--- src/rtl/execute_m.sv ---
// RV32 execute stage: forwarding muxes, ALU, branch/JALR target, plus an
// M-extension unit (pipelined multiplier, 1-bit-per-cycle restoring divider).
module execute_m #(
  parameter int D_WIDTH = 32,
  parameter int MUL_LAT = 2
) (
  input  logic               clk,
  input  logic               rst,
  input  logic [3:0]         alu_ctrl_e,
  input  logic               alu_src_e,
  input  logic [D_WIDTH-1:0] rd1_e,
  input  logic [D_WIDTH-1:0] rd2_e,
  input  logic [D_WIDTH-1:0] pc_e,
  input  logic [D_WIDTH-1:0] imm_ext_e,
  input  logic [2:0]         funct3_e,
  input  logic               jalr_e,
  input  logic               muldiv_e,
  input  logic               flush_e,
  input  logic [D_WIDTH-1:0] result_w,
  input  logic [D_WIDTH-1:0] alu_result_m,
  input  logic [1:0]         fwd_rs1,
  input  logic [1:0]         fwd_rs2,
  output logic               zero_e,
  output logic [D_WIDTH-1:0] alu_result_e,
  output logic [D_WIDTH-1:0] write_data_e,
  output logic [D_WIDTH-1:0] pc_target_e,
  output logic               busy_e,
  output logic [1:0]         state_dbg
);

  localparam int W     = D_WIDTH;
  localparam int SH_W  = $clog2(W);
  localparam int CNT_W = SH_W;

  localparam logic [3:0] ALU_ADD  = 4'd0;
  localparam logic [3:0] ALU_SUB  = 4'd1;
  localparam logic [3:0] ALU_AND  = 4'd2;
  localparam logic [3:0] ALU_OR   = 4'd3;
  localparam logic [3:0] ALU_XOR  = 4'd4;
  localparam logic [3:0] ALU_SLT  = 4'd5;
  localparam logic [3:0] ALU_SLTU = 4'd6;
  localparam logic [3:0] ALU_SLL  = 4'd7;
  localparam logic [3:0] ALU_SRL  = 4'd8;
  localparam logic [3:0] ALU_SRA  = 4'd9;

  localparam logic [W-1:0] MOST_NEG = {1'b1, {(W-1){1'b0}}};

  typedef enum logic [1:0] {IDLE = 2'd0, MUL = 2'd1, DIV = 2'd2, DONE = 2'd3} state_t;

  state_t state_q, state_nx;

  logic [W-1:0] src_a, rs2_fwd, src_b, alu_out;
  logic [SH_W-1:0] shamt;

  // Forwarding muxes: 00 register file, 01 writeback, 10 memory stage, 11 zero.
  always_comb begin
    src_a = '0;
    case (fwd_rs1)
      2'b00:   src_a = rd1_e;
      2'b01:   src_a = result_w;
      2'b10:   src_a = alu_result_m;
      default: src_a = '0;
    endcase
    rs2_fwd = '0;
    case (fwd_rs2)
      2'b00:   rs2_fwd = rd2_e;
      2'b01:   rs2_fwd = result_w;
      2'b10:   rs2_fwd = alu_result_m;
      default: rs2_fwd = '0;
    endcase
  end

  assign src_b        = alu_src_e ? imm_ext_e : rs2_fwd;
  assign shamt        = src_b[SH_W-1:0];
  assign write_data_e = rs2_fwd;

  always_comb begin
    alu_out = '0;
    case (alu_ctrl_e)
      ALU_ADD:  alu_out = src_a + src_b;
      ALU_SUB:  alu_out = src_a - src_b;
      ALU_AND:  alu_out = src_a & src_b;
      ALU_OR:   alu_out = src_a | src_b;
      ALU_XOR:  alu_out = src_a ^ src_b;
      ALU_SLT:  alu_out = W'($signed(src_a) < $signed(src_b));
      ALU_SLTU: alu_out = W'(src_a < src_b);
      ALU_SLL:  alu_out = src_a << shamt;
      ALU_SRL:  alu_out = src_a >> shamt;
      ALU_SRA:  alu_out = $signed(src_a) >>> shamt;
      default:  alu_out = '0;
    endcase
  end

  assign pc_target_e = jalr_e ? alu_out : (pc_e + imm_ext_e);

  // Start-cycle decode of the M op from the live (forwarded) operands.
  logic         start, f3_signed_div, div_zero, div_ovf;
  logic [W-1:0] abs_a, abs_b;

  assign start         = (state_q == IDLE) && muldiv_e && !flush_e && !rst;
  assign f3_signed_div = !funct3_e[0];
  assign div_zero      = (rs2_fwd == '0);
  assign div_ovf       = f3_signed_div && (src_a == MOST_NEG) && (rs2_fwd == '1);
  assign abs_a         = (f3_signed_div && src_a[W-1])   ? -src_a   : src_a;
  assign abs_b         = (f3_signed_div && rs2_fwd[W-1]) ? -rs2_fwd : rs2_fwd;

  logic [1:0]       op_q;
  logic [W-1:0]     op_a_q, op_b_q, result_q;
  logic [CNT_W-1:0] cnt_q;
  logic [W-1:0]     quo_q, rem_q, dvs_q;
  logic             neg_q_q, neg_r_q;

  // Multiplier: sign-extend per op, keep the requested half of the product.
  logic             mul_a_s, mul_b_s;
  logic [2*W-1:0]   mul_a_x, mul_b_x, mul_prod;
  logic [W-1:0]     mul_sel, mul_tail;

  assign mul_a_s  = (op_q == 2'b01) || (op_q == 2'b10);
  assign mul_b_s  = (op_q == 2'b01);
  assign mul_a_x  = {{W{mul_a_s & op_a_q[W-1]}}, op_a_q};
  assign mul_b_x  = {{W{mul_b_s & op_b_q[W-1]}}, op_b_q};
  assign mul_prod = mul_a_x * mul_b_x;
  assign mul_sel  = (op_q == 2'b00) ? mul_prod[W-1:0] : mul_prod[2*W-1:W];

  // MUL_LAT-1 pipeline registers; result_q forms the final stage.
  generate
    if (MUL_LAT > 1) begin : g_mul_pipe
      logic [W-1:0] pipe_q [MUL_LAT-1];
      always_ff @(posedge clk or posedge rst) begin
        if (rst) begin
          for (int i = 0; i < MUL_LAT - 1; i++) pipe_q[i] <= '0;
        end else begin
          pipe_q[0] <= mul_sel;
          for (int i = 1; i < MUL_LAT - 1; i++) pipe_q[i] <= pipe_q[i-1];
        end
      end
      assign mul_tail = pipe_q[MUL_LAT-2];
    end else begin : g_mul_direct
      assign mul_tail = mul_sel;
    end
  endgenerate

  // One restoring-divide step on the unsigned magnitudes.
  logic [W:0]   div_shift, div_diff;
  logic [W-1:0] rem_nx, quo_nx, q_fix, r_fix, div_final;

  always_comb begin
    div_shift = {rem_q, quo_q[W-1]};
    div_diff  = div_shift - {1'b0, dvs_q};
    rem_nx    = div_shift[W-1:0];
    quo_nx    = {quo_q[W-2:0], 1'b0};
    if (!div_diff[W]) begin
      rem_nx = div_diff[W-1:0];
      quo_nx = {quo_q[W-2:0], 1'b1};
    end
    q_fix     = neg_q_q ? -quo_nx : quo_nx;
    r_fix     = neg_r_q ? -rem_nx : rem_nx;
    div_final = op_q[1] ? r_fix : q_fix;
  end

  // busy_e stalls F/D/E from the start cycle until the last MUL/DIV cycle;
  // a flush or reset drops it in the same cycle.
  always_comb begin
    state_nx = state_q;
    busy_e   = 1'b0;
    if (flush_e) begin
      state_nx = IDLE;
    end else begin
      case (state_q)
        IDLE: if (muldiv_e) begin
          busy_e = 1'b1;
          if (!funct3_e[2])           state_nx = MUL;
          else if (div_zero || div_ovf) state_nx = DONE;
          else                        state_nx = DIV;
        end
        MUL: begin
          busy_e = 1'b1;
          if (cnt_q == CNT_W'(MUL_LAT - 1)) state_nx = DONE;
        end
        DIV: begin
          busy_e = 1'b1;
          if (cnt_q == CNT_W'(W - 1)) state_nx = DONE;
        end
        DONE:    state_nx = IDLE;
        default: state_nx = IDLE;
      endcase
    end
    if (rst) busy_e = 1'b0;
  end

  always_comb begin
    alu_result_e = alu_out;
    zero_e       = (alu_out == '0);
    if (state_q == DONE) begin
      alu_result_e = result_q;
      zero_e       = 1'b0;
    end
  end

  assign state_dbg = state_q;

  always_ff @(posedge clk or posedge rst) begin
    if (rst) state_q <= IDLE;
    else     state_q <= state_nx;
  end

  always_ff @(posedge clk or posedge rst) begin
    if (rst) begin
      op_q     <= '0;
      op_a_q   <= '0;
      op_b_q   <= '0;
      result_q <= '0;
      cnt_q    <= '0;
      quo_q    <= '0;
      rem_q    <= '0;
      dvs_q    <= '0;
      neg_q_q  <= 1'b0;
      neg_r_q  <= 1'b0;
    end else if (start) begin
      op_q    <= funct3_e[1:0];
      op_a_q  <= src_a;
      op_b_q  <= rs2_fwd;
      cnt_q   <= '0;
      quo_q   <= abs_a;
      rem_q   <= '0;
      dvs_q   <= abs_b;
      neg_q_q <= f3_signed_div && (src_a[W-1] ^ rs2_fwd[W-1]);
      neg_r_q <= f3_signed_div && src_a[W-1];
      if (funct3_e[2] && div_zero)
        result_q <= funct3_e[1] ? src_a : '1;
      else if (funct3_e[2] && div_ovf)
        result_q <= funct3_e[1] ? '0 : MOST_NEG;
    end else if (state_q == MUL && !flush_e) begin
      cnt_q <= cnt_q + 1'b1;
      if (cnt_q == CNT_W'(MUL_LAT - 1)) result_q <= mul_tail;
    end else if (state_q == DIV && !flush_e) begin
      cnt_q <= cnt_q + 1'b1;
      rem_q <= rem_nx;
      quo_q <= quo_nx;
      if (cnt_q == CNT_W'(W - 1)) result_q <= div_final;
    end
  end

endmodule

--- config.mk ---
export PLATFORM = sky130hd
export DESIGN_NAME = execute_m
export DESIGN_NICKNAME = d
export VERILOG_FILES = /design/src/rtl/execute_m.sv
export SDC_FILE = /design/constraint.sdc
export NUM_CORES = 2
export LEC_CHECK = 0
export BUFFER_PORTS_ARGS = -buffer_cell sky130_fd_sc_hd__clkbuf_2
export CAP_MARGIN = 20
export CORE_MARGIN = 2
export CORE_UTILIZATION = 70
export CTS_BUF_LIST = sky130_fd_sc_hd__clkbuf_16
export CTS_CLUSTER_SIZE = 40
export DETAILED_ROUTE_END_ITERATION = 6
export MAX_ROUTING_LAYER = met4
export PLACE_DENSITY = 0.93
export REMOVE_ABC_BUFFERS = 1
export SYNTH_ARGS = -nofsm -noshare
export SYNTH_HDL_FRONTEND = slang
export SYNTH_SLANG_ARGS = --single-unit
--- constraint.sdc ---
create_clock -name clk -period 23 [get_ports clk]
set_clock_uncertainty 0.2 [all_clocks]
set_input_delay 2.3 -clock clk [delete_from_list [all_inputs] [get_ports clk]]
set_output_delay 2.3 -clock clk [all_outputs]
set_load 0.1 [all_outputs]
==> out/qor.csv, run 1 <==
metric,value,unit
result of the run,stopped before the end,
stage where the flow stopped,global routing (5_1_grt),
Tool Error,[ERROR GRT-0232] Routing congestion too high. Check the congestion heatmap in the GUI.,
sum of net half-perimeters after detailed placement,222000,µm
overflow left after global routing,175,
clock tree root driver cell,sky130_fd_sc_hd__clkbuf_16,
share of the yosys chip area belonging to registers,8.99,%
Mapped Cells,7803,
"EDFF count, synth",0,
die height,309,µm
count of H-tree levels built during CTS,1,
"Async S/R FF share, synth",100,%
distinct cell type count of the synthesized netlist,103,
number of standard-cell rows in the floorplan,111,
# port buffers,308,
total of hold buffers inserted after clock tree synthesis,0,
synthesis warning total,0,
largest net degree at the start of global routing,93,
number of instances in the placed design,9045,
setup fix buffers added after clock tree synthesis,0,
initial core utilization,70.8,%
Sink Count,234,
instance area at placement,67500,µm²
mapped cell area,65100,µm²
final RePlAce weighted congestion,1.28,
number of antenna violations at the first check in global routing,47,
# resized after CTS,0,
maximum root-to-sink buffer count,3,
Mean Syn Cell Area,8.34,µm²
"FF+latch count, synth",234,
all-layer global routing usage,78.4,%
number of top-level pins,309,
top_reg_cell synth,sky130_fd_sc_hd__dfrtp_1,
clock buffers created by TritonCTS,28,
Die Width,309,µm
==> synth_stat cells, types with 20 or more instances <==
library cell                instances  share of area [%]
sky130_fd_sc_hd__inv_1           1361                7.8
sky130_fd_sc_hd__nand2_1         1143                6.6
sky130_fd_sc_hd__fa_1            1129                 35
sky130_fd_sc_hd__nor2_1           449                2.6
sky130_fd_sc_hd__ha_1             386                7.4
sky130_fd_sc_hd__clkbuf_1         381                2.2
sky130_fd_sc_hd__a21oi_1          315                2.4
sky130_fd_sc_hd__and2_1           288                2.8
sky130_fd_sc_hd__mux2i_1          274                4.2
sky130_fd_sc_hd__o21ai_0          262                2.0
sky130_fd_sc_hd__dfrtp_1          234                9.0
sky130_fd_sc_hd__xnor2_1          151                2.0
sky130_fd_sc_hd__xor2_1            85                1.1
sky130_fd_sc_hd__o211ai_1          79               0.91
sky130_fd_sc_hd__nor3_1            75               0.58
sky130_fd_sc_hd__a211oi_1          72               0.83
sky130_fd_sc_hd__a21o_1            72               0.83
sky130_fd_sc_hd__mux2_2            64                1.1
sky130_fd_sc_hd__nand3_1           63               0.48
sky130_fd_sc_hd__o21ai_1           61               0.47
sky130_fd_sc_hd__a31oi_1           57               0.55
sky130_fd_sc_hd__and3_1            55               0.53
sky130_fd_sc_hd__o21a_1            50               0.58
sky130_fd_sc_hd__buf_2             41               0.32
sky130_fd_sc_hd__o31ai_1           41               0.47
sky130_fd_sc_hd__nand2b_1          40               0.38
sky130_fd_sc_hd__a221oi_1          36               0.48
sky130_fd_sc_hd__o2bb2ai_1         36               0.48
sky130_fd_sc_hd__or3_1             36               0.35
sky130_fd_sc_hd__nand4_1           28               0.27
sky130_fd_sc_hd__nor2b_1           28               0.27
sky130_fd_sc_hd__o22ai_1           28               0.27
sky130_fd_sc_hd__nor4_1            27               0.26
sky130_fd_sc_hd__or2_2             27               0.26
sky130_fd_sc_hd__a22oi_1           20               0.23
==> logic make-up after synthesis <==
family	count (synthesis)	synth area share, %
and+or+nand+nor	2329	16.2
buffers and inverters	1828	10.8
adders and majority gates	1515	42.1
AOI/OAI and AO/OA	1321	13.3
muxes	340	5.37
xor gates and xnor gates	236	3.17
DFF	234	8.99
==> through the flow <==
stage | worst slack (ns) | utilization [%]
global placement | 10.33 | 73.4
CTS | 10.72 | 74.5
detailed placement | 10.75 | 73.4
floorplan | 9.74 | -
==> layer usage <==
| layer | GRT overflow | global-route usage [%] |
|---|---|---|
| met1 | 7 | 79.9 |
| met2 | 102 | 92.0 |
| met3 | 6 | 61.3 |
| met4 | 60 | 73.8 |
| met5 | - | - |
==> run 2, diff against run 1 <==
CORE_UTILIZATION = 40   (was 70)
CTS_BUF_LIST = default   (was sky130_fd_sc_hd__clkbuf_16)
CTS_CLUSTER_SIZE = default   (was 40)
MAX_ROUTING_LAYER = default   (was met4)
PLACE_DENSITY = default   (was 0.93)
PLACE_DENSITY_LB_ADDON = 0.15   (was default)
==> run 2 against run 1 <==
Effect of this change:
- the flow now finishes, with violations (DRC)
- synthesized cell count stayed put
- area after synthesis unchanged
==> out/qor.csv, run 2 <==
metric,value,unit
result of the run,finished with violations,
failing checks,DRC,
# port buffers,308,
library cell with the largest summed area after synthesis,sky130_fd_sc_hd__fa_1,
hold depth,2,
length in cells of the worst reg-to-reg path,30,
maximum root-to-sink buffer count,3,
Mean Syn Cell Area,8.34,µm²
"leading cell type in the layout, fill and taps excluded",sky130_fd_sc_hd__inv_1,
TritonCTS clock tree,built,
vias per std cell,5.73,
crit path DAT,9.97,ns
"FF+latch count, synth",234,
nature of the critical path endpoint,output pin,
first-pass detailed-route iteration total,7,
# setup viols final,0,
Max transition margin,16.1,%
top routing layer in use,met5,
Routed met1 length,123000,µm
# resized after CTS,0,
clock buffers created by TritonCTS,25,
cell with the most instances after synthesis,sky130_fd_sc_hd__inv_1,
die height,407,µm
Hold/Removal Path Class,flip-flop to flip-flop,
fill cell instance count of the final layout,16595,
highest clock frequency the design can meet,0.0802,GHz
die outline area,166000,µm²
Worst Tran Pin Value,1.25,ns
Avg WL per Cell,28.6,µm
share of the yosys chip area belonging to registers,8.99,%
top_reg_cell synth,sky130_fd_sc_hd__dfrtp_1,
vias in the first global route,58673,
sequential standard cell area,5860,µm²
core area,162000,µm²
R2R setup slack,11.52,ns
global-route wire length before repair,419000,µm
distinct cell type count of the synthesized netlist,103,
clock network latency to the later pin of the worst-skew pair,0.55,ns
CP max FO,32,
setup fix buffers added after clock tree synthesis,0,
Detail Route Antenna Nets,0,
kind of start point of the critical path,primary input,
number of top-level pins,309,
synthesis warning total,0,
Total Wirelength,288000,µm
met2 WL,133000,µm
mapped cell area,65100,µm²
final RePlAce weighted congestion,1.06,
final number of max-transition violations,0,
clock-pin slew reported for the worst setup and hold paths after clock tree synthesis,0.06,ns
unrepaired setup endpoints after global routing,no,
number of antenna violations at the first check in global routing,21,
net count reported at finish,9581,
Sink Count,234,
overflow left after global routing,0,
Critical Setup Path Class,primary input to output pin,
Layout area overhead,7.16,%
met3 routed wirelength,18300,µm
total of hold buffers inserted after clock tree synthesis,0,
number of standard-cell rows in the floorplan,148,
top-area cell type share of the netlist area,34.7,%
sum of net half-perimeters after detailed placement,236000,µm
Mapped Cells,7803,
"top library cells by usage in the layout, fill and taps aside","1359 x sky130_fd_sc_hd__inv_1, 1143 x sky130_fd_sc_hd__nand2_1, 1129 x sky130_fd_sc_hd__fa_1",
First DRT Iteration DRCs,5387,
count of vias placed by the detailed router,57587,
leading cell types by count after synthesis,"1361 x sky130_fd_sc_hd__inv_1, 1143 x sky130_fd_sc_hd__nand2_1, 1129 x sky130_fd_sc_hd__fa_1",
max-cap violation count,0,
post-layout minimum cycle time,12.47,ns
"EDFF count, synth",0,
share of layout cells above drive strength 1,8.55,%
clock tree root driver cell,sky130_fd_sc_hd__clkbuf_16,
all-layer global routing usage,34.4,%
initial core utilization,40.1,%
final worst path period share,54.2,%
Residual DRC,2,
required time of the critical path,20.50,ns
"Hold Violations, Final",0,
count of H-tree levels built during CTS,1,
Die Width,407,µm
top area cells in the synthesized netlist,"sky130_fd_sc_hd__fa_1 35%, sky130_fd_sc_hd__dfrtp_1 9.0%, sky130_fd_sc_hd__inv_1 7.8%, sky130_fd_sc_hd__ha_1 7.4%, sky130_fd_sc_hd__nand2_1 6.6%",
largest net degree at the start of global routing,101,
total area of multi-input combinational cells,52300,µm²
Post-Route Setup TNS,0,ns
"Async S/R FF share, synth",100,%
==> run 2: cell counts after synthesis <==
No cell type changed its count.
==> run 2: final timing paths <==
path,startpoint,to
setup / recovery,fwd_rs1[0],zero_e
hold / removal,op_a_q[4]$_DFFE_PP0P_,op_a_q[4]$_DFFE_PP0P_
setup reg to reg,op_q[1]$_DFFE_PP0P_,g_mul_pipe.pipe_q[28]$_DFF_PP0_
hold reg to reg,op_a_q[4]$_DFFE_PP0P_,op_a_q[4]$_DFFE_PP0P_
max in group asynchronous,rst,op_a_q[9]$_DFFE_PP0P_
min in group asynchronous,rst,cnt_q[1]$_DFFE_PP0N_
==> run 2: stage by stage <==
stage               instance area, µm²  hold WS (ns)  setup WS, ns  instances  utilization, %
global placement                 68900         0.275         10.41      10001            42.5
global route                     69700         0.313         10.31      10049            43.0
detailed placement               68900         0.276         10.33      10002            42.5
floorplan                        63200         0.244          9.74       7344               -
finish                           69800         0.282         10.53      10058            43.0
CTS                              69700         0.289         10.31      10046            43.0
==> run 2: cells by family after synthesis <==
family | count (synthesis) | share of synthesized area, %
xor gates and xnor gates | 236 | 3.17
AOI/OAI and AO/OA | 1321 | 13.3
and+or+nand+nor | 2329 | 16.2
muxes | 340 | 5.37
buffers and inverters | 1828 | 10.8
adders and majority gates | 1515 | 42.1
DFF | 234 | 8.99
==> run 2: critical path, stage by stage <==
cell and delay, ns:
sky130_fd_sc_hd__clkbuf_2 0.68, sky130_fd_sc_hd__nor2b_2 0.43, sky130_fd_sc_hd__buf_4 0.39, sky130_fd_sc_hd__o2bb2ai_1 0.47, sky130_fd_sc_hd__inv_1 0.25, sky130_fd_sc_hd__ha_1 0.50
sky130_fd_sc_hd__or2_2 0.37, sky130_fd_sc_hd__or4_1 0.52, sky130_fd_sc_hd__a211oi_1 0.47, sky130_fd_sc_hd__o31ai_1 0.29, sky130_fd_sc_hd__a2111oi_0 0.41, sky130_fd_sc_hd__dlymetal6s2s_1 0.25
sky130_fd_sc_hd__a211oi_1 0.12, sky130_fd_sc_hd__o311ai_0 0.40, sky130_fd_sc_hd__a21oi_1 0.15, sky130_fd_sc_hd__xor2_1 0.16, sky130_fd_sc_hd__a21oi_1 0.74, sky130_fd_sc_hd__o211ai_1 0.22
sky130_fd_sc_hd__nor3_2 0.28, sky130_fd_sc_hd__clkbuf_2 0.52
==> run 2: layer usage <==
layer | up-vias | global-route usage [%]
met2 | 2421 | 55.9
met4 | 10 | 13.4
met5 | - | 0
li1 | 24999 | -
met3 | 404 | 3.45
met1 | 29753 | 47.3
==> run 2: final cells by class <==
cell class	count	share of cell area, %
diodes	9	0.0323
clock buffers	37	1.03
clock inverters	7	0.0897
inverters	1369	7.38
multi-input cells	5741	75.0
flip-flops and latches	234	8.40
well taps	2175	3.90
repair buffers	486	4.18
Power of run 2 is not shown: default switching activity piles up to over one toggle a cycle in this logic, so the estimate is an artifact.
